### config.mk
export PLATFORM = sky130hd
export DESIGN_NAME = opti_sos_tdm
export DESIGN_NICKNAME = d
export VERILOG_FILES = /design/src/rtl/opti_sos_tdm.sv
export SDC_FILE = /design/constraint.sdc
export NUM_CORES = 2
export LEC_CHECK = 0
export CORE_MARGIN = 3
export CORE_UTILIZATION = 58
export CTS_CLUSTER_SIZE = 20
export DETAILED_ROUTE_END_ITERATION = 6
export PLACE_DENSITY = 0.86
export SYNTH_ARGS = -nofsm -noshare
export SYNTH_HDL_FRONTEND = slang
export SYNTH_SLANG_ARGS = --single-unit
export TNS_END_PERCENT = 100
### constraint.sdc
create_clock -name clk -period 12.8 [get_ports clk]
set_clock_uncertainty 0.05 [all_clocks]
set_input_delay 2.56 -clock clk [delete_from_list [all_inputs] [get_ports clk]]
set_output_delay 2.56 -clock clk [all_outputs]
set_load 0.01 [all_outputs]
### src/rtl/opti_sos_tdm.sv
// Time-multiplexed Direct-Form-I biquad shared by NCH channels, one multiplier, five products per sample.
// Build option: define OPTI_SOS_SAT_EN to clamp the rounded result instead of wrapping it to DW bits.
module opti_sos_tdm #(
  parameter int DW   = 24,
  parameter int FRAC = 22,
  parameter int NCH  = 4,
  parameter int CHW  = 2
) (
  input  logic                  clk,
  input  logic                  rst_n,
  input  logic                  i_clr,
  input  logic signed [DW-1:0]  i_b0,
  input  logic signed [DW-1:0]  i_b1,
  input  logic signed [DW-1:0]  i_b2,
  input  logic signed [DW-1:0]  i_a1,
  input  logic signed [DW-1:0]  i_a2,
  input  logic                  i_in_valid,
  output logic                  o_in_ready,
  input  logic [CHW-1:0]        i_in_ch,
  input  logic signed [DW-1:0]  i_in_data,
  output logic                  o_out_valid,
  input  logic                  i_out_ready,
  output logic [CHW-1:0]        o_out_ch,
  output logic signed [DW-1:0]  o_out_data,
  output logic                  o_err_ch
);

  localparam int ACCW = 2*DW + 3;
  localparam int IW   = (NCH > 1) ? $clog2(NCH) : 1;
  localparam logic signed [ACCW-1:0] RND  = ACCW'(1) << (FRAC-1);
  localparam logic signed [ACCW-1:0] SMAX = {{(ACCW-DW+1){1'b0}}, {(DW-1){1'b1}}};
  localparam logic signed [ACCW-1:0] SMIN = {{(ACCW-DW+1){1'b1}}, {(DW-1){1'b0}}};

  typedef enum logic [2:0] {S_IDLE, S_M0, S_M1, S_M2, S_M3, S_M4, S_OUT} state_t;

  state_t                  r_state;
  state_t                  w_nextState;
  logic                    r_live;
  logic [CHW-1:0]          r_ch;
  logic signed [DW-1:0]    r_x;
  logic signed [ACCW-1:0]  r_acc;
  logic [CHW-1:0]          r_outCh;
  logic signed [DW-1:0]    r_outData;
  logic                    r_err;
  logic signed [DW-1:0]    r_x1 [0:NCH-1];
  logic signed [DW-1:0]    r_x2 [0:NCH-1];
  logic signed [DW-1:0]    r_y1 [0:NCH-1];
  logic signed [DW-1:0]    r_y2 [0:NCH-1];

  logic [IW-1:0]           w_idx;
  logic                    w_accept;
  logic                    w_chOk;
  logic signed [DW-1:0]    w_mulA;
  logic signed [DW-1:0]    w_mulB;
  logic                    w_neg;
  logic signed [2*DW-1:0]  w_prod;
  logic signed [ACCW-1:0]  w_prodExt;
  logic signed [ACCW-1:0]  w_term;
  logic signed [ACCW-1:0]  w_accNext;
  logic signed [ACCW-1:0]  w_rnd;
  logic signed [ACCW-1:0]  w_shift;
  logic signed [DW-1:0]    w_red;

  assign w_idx      = r_ch[IW-1:0];
  assign w_accept   = i_in_valid & o_in_ready;
  assign w_chOk     = (int'(i_in_ch) < NCH);
  assign o_out_ch   = r_outCh;
  assign o_out_data = r_outData;
  assign o_err_ch   = r_err;

  always_ff @(posedge clk or negedge rst_n) begin
    if (!rst_n) r_state <= S_IDLE;
    else        r_state <= w_nextState;
  end

  always_comb begin
    w_nextState = r_state;
    o_in_ready  = r_live && (r_state == S_IDLE);
    o_out_valid = (r_state == S_OUT);
    if (i_clr) begin
      w_nextState = S_IDLE;
    end else begin
      case (r_state)
        S_IDLE:  if (w_accept && w_chOk) w_nextState = S_M0;
        S_M0:    w_nextState = S_M1;
        S_M1:    w_nextState = S_M2;
        S_M2:    w_nextState = S_M3;
        S_M3:    w_nextState = S_M4;
        S_M4:    w_nextState = S_OUT;
        S_OUT:   if (i_out_ready) w_nextState = S_IDLE;
        default: w_nextState = S_IDLE;
      endcase
    end
  end

  // Operand select for the single shared multiplier; feedback terms are subtracted.
  always_comb begin
    w_mulA = '0;
    w_mulB = '0;
    w_neg  = 1'b0;
    case (r_state)
      S_M0:    begin w_mulA = i_b0; w_mulB = r_x;         end
      S_M1:    begin w_mulA = i_b1; w_mulB = r_x1[w_idx]; end
      S_M2:    begin w_mulA = i_b2; w_mulB = r_x2[w_idx]; end
      S_M3:    begin w_mulA = i_a1; w_mulB = r_y1[w_idx]; w_neg = 1'b1; end
      S_M4:    begin w_mulA = i_a2; w_mulB = r_y2[w_idx]; w_neg = 1'b1; end
      default: begin w_mulA = '0;   w_mulB = '0;          end
    endcase
  end

  assign w_prod    = (2*DW)'(w_mulA) * (2*DW)'(w_mulB);
  assign w_prodExt = ACCW'(w_prod);
  assign w_term    = w_neg ? -w_prodExt : w_prodExt;
  assign w_accNext = (r_state == S_M0) ? w_term : (r_acc + w_term);
  assign w_rnd     = w_accNext + RND;
  assign w_shift   = w_rnd >>> FRAC;

  always_comb begin
    w_red = DW'(w_shift);
`ifdef OPTI_SOS_SAT_EN
    if (w_shift > SMAX)      w_red = DW'(SMAX);
    else if (w_shift < SMIN) w_red = DW'(SMIN);
`else
    if (w_shift > SMAX)      w_red = DW'(w_shift);
    else if (w_shift < SMIN) w_red = DW'(w_shift);
`endif
  end

  always_ff @(posedge clk or negedge rst_n) begin
    if (!rst_n) begin
      r_live    <= 1'b0;
      r_ch      <= '0;
      r_x       <= '0;
      r_acc     <= '0;
      r_outCh   <= '0;
      r_outData <= '0;
      r_err     <= 1'b0;
    end else begin
      r_live <= 1'b1;
      r_err  <= w_accept & ~w_chOk & ~i_clr;
      if (w_accept) begin
        r_ch <= i_in_ch;
        r_x  <= i_in_data;
      end
      if (r_state inside {S_M0, S_M1, S_M2, S_M3, S_M4}) r_acc <= w_accNext;
      if ((r_state == S_M4) && !i_clr) begin
        r_outData <= w_red;
        r_outCh   <= r_ch;
      end
    end
  end

  // History advances only when the output is actually taken; y history keeps the emitted value.
  always_ff @(posedge clk or negedge rst_n) begin
    if (!rst_n) begin
      for (int i = 0; i < NCH; i++) begin
        r_x1[i] <= '0;
        r_x2[i] <= '0;
        r_y1[i] <= '0;
        r_y2[i] <= '0;
      end
    end else if (i_clr) begin
      for (int i = 0; i < NCH; i++) begin
        r_x1[i] <= '0;
        r_x2[i] <= '0;
        r_y1[i] <= '0;
        r_y2[i] <= '0;
      end
    end else if ((r_state == S_OUT) && i_out_ready) begin
      r_x2[w_idx] <= r_x1[w_idx];
      r_x1[w_idx] <= r_x;
      r_y2[w_idx] <= r_y1[w_idx];
      r_y1[w_idx] <= r_outData;
    end
  end

endmodule

==> reports/results.txt <==
Status - complete, but fails checks
Failing checks - DRC, setup timing
DP Area - 0.05493 mm^2
Initial antenna violation count - 6
Routed Antenna Nets - 0
Post-DP HPWL - 114300 um
Unrepaired setup endpoints after global routing - true
Worst path required time - 13.21 ns
Pin count of the biggest net entering global routing - 183
Routed Wire Length - 168600 um
Final period util - 100.7%
Vias per inst - 6.371
Core Util, Final - 71.87%
Multi-input gate area - 0.03407 mm^2
Pleak - 27.41 nW
Post-synth EDFFs - 0
Setup Crit Path Kind - input pin to register
Die Span Y - 294.9 um
Sequential-to-total area share from yosys stat - 25.13%
CP bufs+invs - 13
Final nets - 6940
Max-Cap Viols - 0
Max Buffers Root-to-Sink - 3
Critical Path Source Type - input pin
Max stage delay on crit path - 0.56 ns
GRT Total Usage - 36.64%
Share of the synthesized area in the top cell type - 25.13%
Die area - 0.08694 mm^2
First-pass GRT wire length - 249000 um
P per Cell Area - 121.8 mW/mm^2
Largest area contributor in the netlist - dfrtp_1
Reg area - 0.01218 mm^2
Skew-Pair Late Insertion Delay - 0.62 ns
Max-slew headroom - 5.077%
Gr ovfl total - 0
Router iterations before antenna repair - 7
DR vias - 45430
Arrival time at the worst endpoint - 13.30 ns
Setup slack, reg-to-reg - 0.09 ns
Total CTS buffers - 51
I/O pins - 180
Worst r2r path cells - 44
Synth top area cells - dfrtp_1 (25%), fa_1 (24%), nand2_1 (10%), inv_1 (5.3%), a21oi_1 (5.3%)
Nature of the critical path endpoint - register
DR iter-0 viols - 6335
Post-Syn Nets - 6397
Slowest cell on the critical path - fa_1
Ratio of cells with drive above 1 in the final layout - 20.74%
Initial core utilization - 58.75%
Reg clk slew, reported paths - 0.07 ns
Max FO, Critical Path - 8
Standard-cell rows - 105
Final min period - 12.89 ns
Worst Slack Setup Final - -0.08726 ns
Critical Path Stages - 50
CP delay by family, top - adder cells
IO buf count - 178
Yosys warnings - 0
Fmax - 77.60 MHz
Endpoints failing setup - 6
Avg WL per Cell - 23.65 um
Hold Path Class - register to register
Count of hold-fix buffers inserted at cts - 0
Fraction of registers with async set/reset - 100.0%
Worst-margin pin slew - 1.424 ns
Die width - 294.9 um
Root Buffer - clkbuf_16
Final Hold Violating Endpoints - 0
Yosys cell types - 93
P&R area growth vs syn - 22.33%
Synthesized area - 0.04839 mm^2
Routability cong. - 1.013
Clock Sinks - 486
Post-synthesis cell count - 5477
Fill cell count - 5186
Vias in the first global route - 46100
H-tree levels - 2
Register bit total from synthesis - 486
Hold Path Stages - 2
Pins Over Slew Limit - 0
Worst VDD drop - 0.1147 mV
Final Cell Area - 0.05920 mm^2
Post-synth top flop - dfrtp_1
CTS tree - yes
DRC - 135
Syn_area_per_cell - 8.836 um^2
Core box area - 0.08237 mm^2
==> layer usage <==
| layer | vias to the layer above | track usage (%) | part of all wire (%) | wire, um |
|---|---|---|---|---|
| li1 | 18780 | - | - | - |
| met1 | 22040 | 46.85 | 34 | 58000 |
| met2 | 3625 | 56.63 | 45 | 75400 |
| met3 | 979 | 10.98 | 14 | 23440 |
| met4 | 2 | 19.33 | 7.0 | 11750 |
| met5 | - | 0 | 0.0077 | 13 |
==> worst paths after layout <==
path | startpoint | end
setup / recovery | i_b1[12] | o_out_data[22]
hold / removal | r_acc[13] | r_acc[13]
setup reg to reg | r_state[2] | o_out_data[22]
hold reg to reg | r_acc[13] | r_acc[13]
max in group asynchronous | rst_n | r_state[0]
min in group asynchronous | rst_n | r_y1[51]
==> placed cells by master, fill, tap and decap left out, types with 18 or more instances in the layout <==
| cell | Yosys | layout |
|---|---|---|
| buf_6 | 0 | 35 |
| fa_1 | 590 | 563 |
| and3_1 | 21 | 18 |
| and2_1 | 39 | 36 |
| nand3_1 | 29 | 24 |
| a22oi_1 | 30 | 23 |
| mux2_2 | 63 | 63 |
| mux4_2 | 96 | 96 |
| inv_1 | 682 | 639 |
| nand4_1 | 18 | 18 |
| ha_1 | 179 | 160 |
| clkbuf_16 | 0 | 56 |
| nor3_1 | 35 | 27 |
| mux2i_1 | 59 | 51 |
| clkdlybuf4s50_1 | 0 | 85 |
| nand2_2 | 2 | 30 |
| o21ai_2 | 0 | 19 |
| a21o_1 | 36 | 36 |
| nor2_1 | 266 | 247 |
| o21ai_1 | 11 | 31 |
| buf_12 | 0 | 26 |
| fa_2 | 0 | 27 |
| o21ai_0 | 148 | 105 |
| xnor2_1 | 100 | 98 |
| o21a_1 | 22 | 20 |
| o211ai_1 | 24 | 24 |
| nand2b_1 | 34 | 31 |
| dlymetal6s2s_1 | 0 | 83 |
| dfrtp_1 | 486 | 481 |
| a21oi_1 | 511 | 494 |
| nand2_1 | 1326 | 1281 |
| buf_4 | 1 | 573 |
| inv_2 | 0 | 43 |
| xor2_1 | 43 | 39 |
==> flip-flops by register name (all words and copies together), names as in the netlist, 3 cells and up <==
name and flops:
r_state 3, r_y1 96, o_out_data 24, r_x2 96, r_x1 96, r_acc 46, r_x 24, r_y2 96
==> Yosys cell counts (all sizes together), types with 59 or more instances <==
| library cell | n |
|---|---|
| o21ai | 159 |
| clkbuf | 283 |
| mux2i | 59 |
| dfrtp | 486 |
| ha | 179 |
| mux2 | 63 |
| a21oi | 514 |
| nor2 | 266 |
| xnor2 | 100 |
| mux4 | 96 |
| inv | 682 |
| nand2 | 1328 |
| fa | 590 |
==> worst register-to-register path: cells and delay by family, from the launching register on <==
kind / cells / cell delay, ns
adders and majority gates: 9 / 4.12
and+or+nand+nor: 10 / 3.36
AOI/OAI and AO/OA: 14 / 2.51
buffers and inverters: 8 / 1.19
DFF: 1 / 0.87
xor gates and xnor gates: 3 / 0.47
==> report_power, final <==
part	switching (mW)	internal (mW)	total [mW]	leakage (nW)
Clock	0.653	0.923	1.58	0.877
Sequential	0.135	1.63	1.76	6.66
Combinational	2.10	1.77	3.87	19.9
Total	2.89	4.32	7.21	27.4
==> cell type report <==
type                       count  area share [%]
antenna                        4         0.01691
tap                         1070           2.262
clock inverter                22          0.4777
multi-input combinational   3983           57.54
clock buffer                  67           2.515
sequential                   486           20.57
timing repair buffer         815           12.29
inverter                     683           4.331
==> through the flow <==
step	power [mW]	TNS [ns]	std cells	setup WS [ns]	hold slack [ns]
floorplan	3.607	0	5477	0.003513	0.4051
CTS	6.772	0	7055	0.001375	0.4461
finish	7.213	-0.2915	7130	-0.08726	0.4449
global route	7.530	-3.585	7126	-0.4449	0.4717
detailed placement	5.114	-17.27	6959	-0.9923	0.4323
global placement	5.045	-12.49	6959	-0.8887	0.4193
==> logic make-up (layout without fill, tap and decap cells) <==
group	after synthesis	count (layout)	share of synthesized area, %
buf+inv	1008	1587	7.875
mux	218	218	7.154
flops	486	486	25.13
simple gates	1864	1864	15.94
compound gates	987	987	12.26
xor+xnor	143	143	2.588
fa+ha+maj	769	769	29.04
other cells	2	6	0.01552
==> repair_timing <==
action,CTS,global route
setup endpoints to repair,15,28
cloned,0,4
buffers inserted,7,68
pin swaps,21,178
resized for setup,50,477
Power figures use the tool's default switching activity.
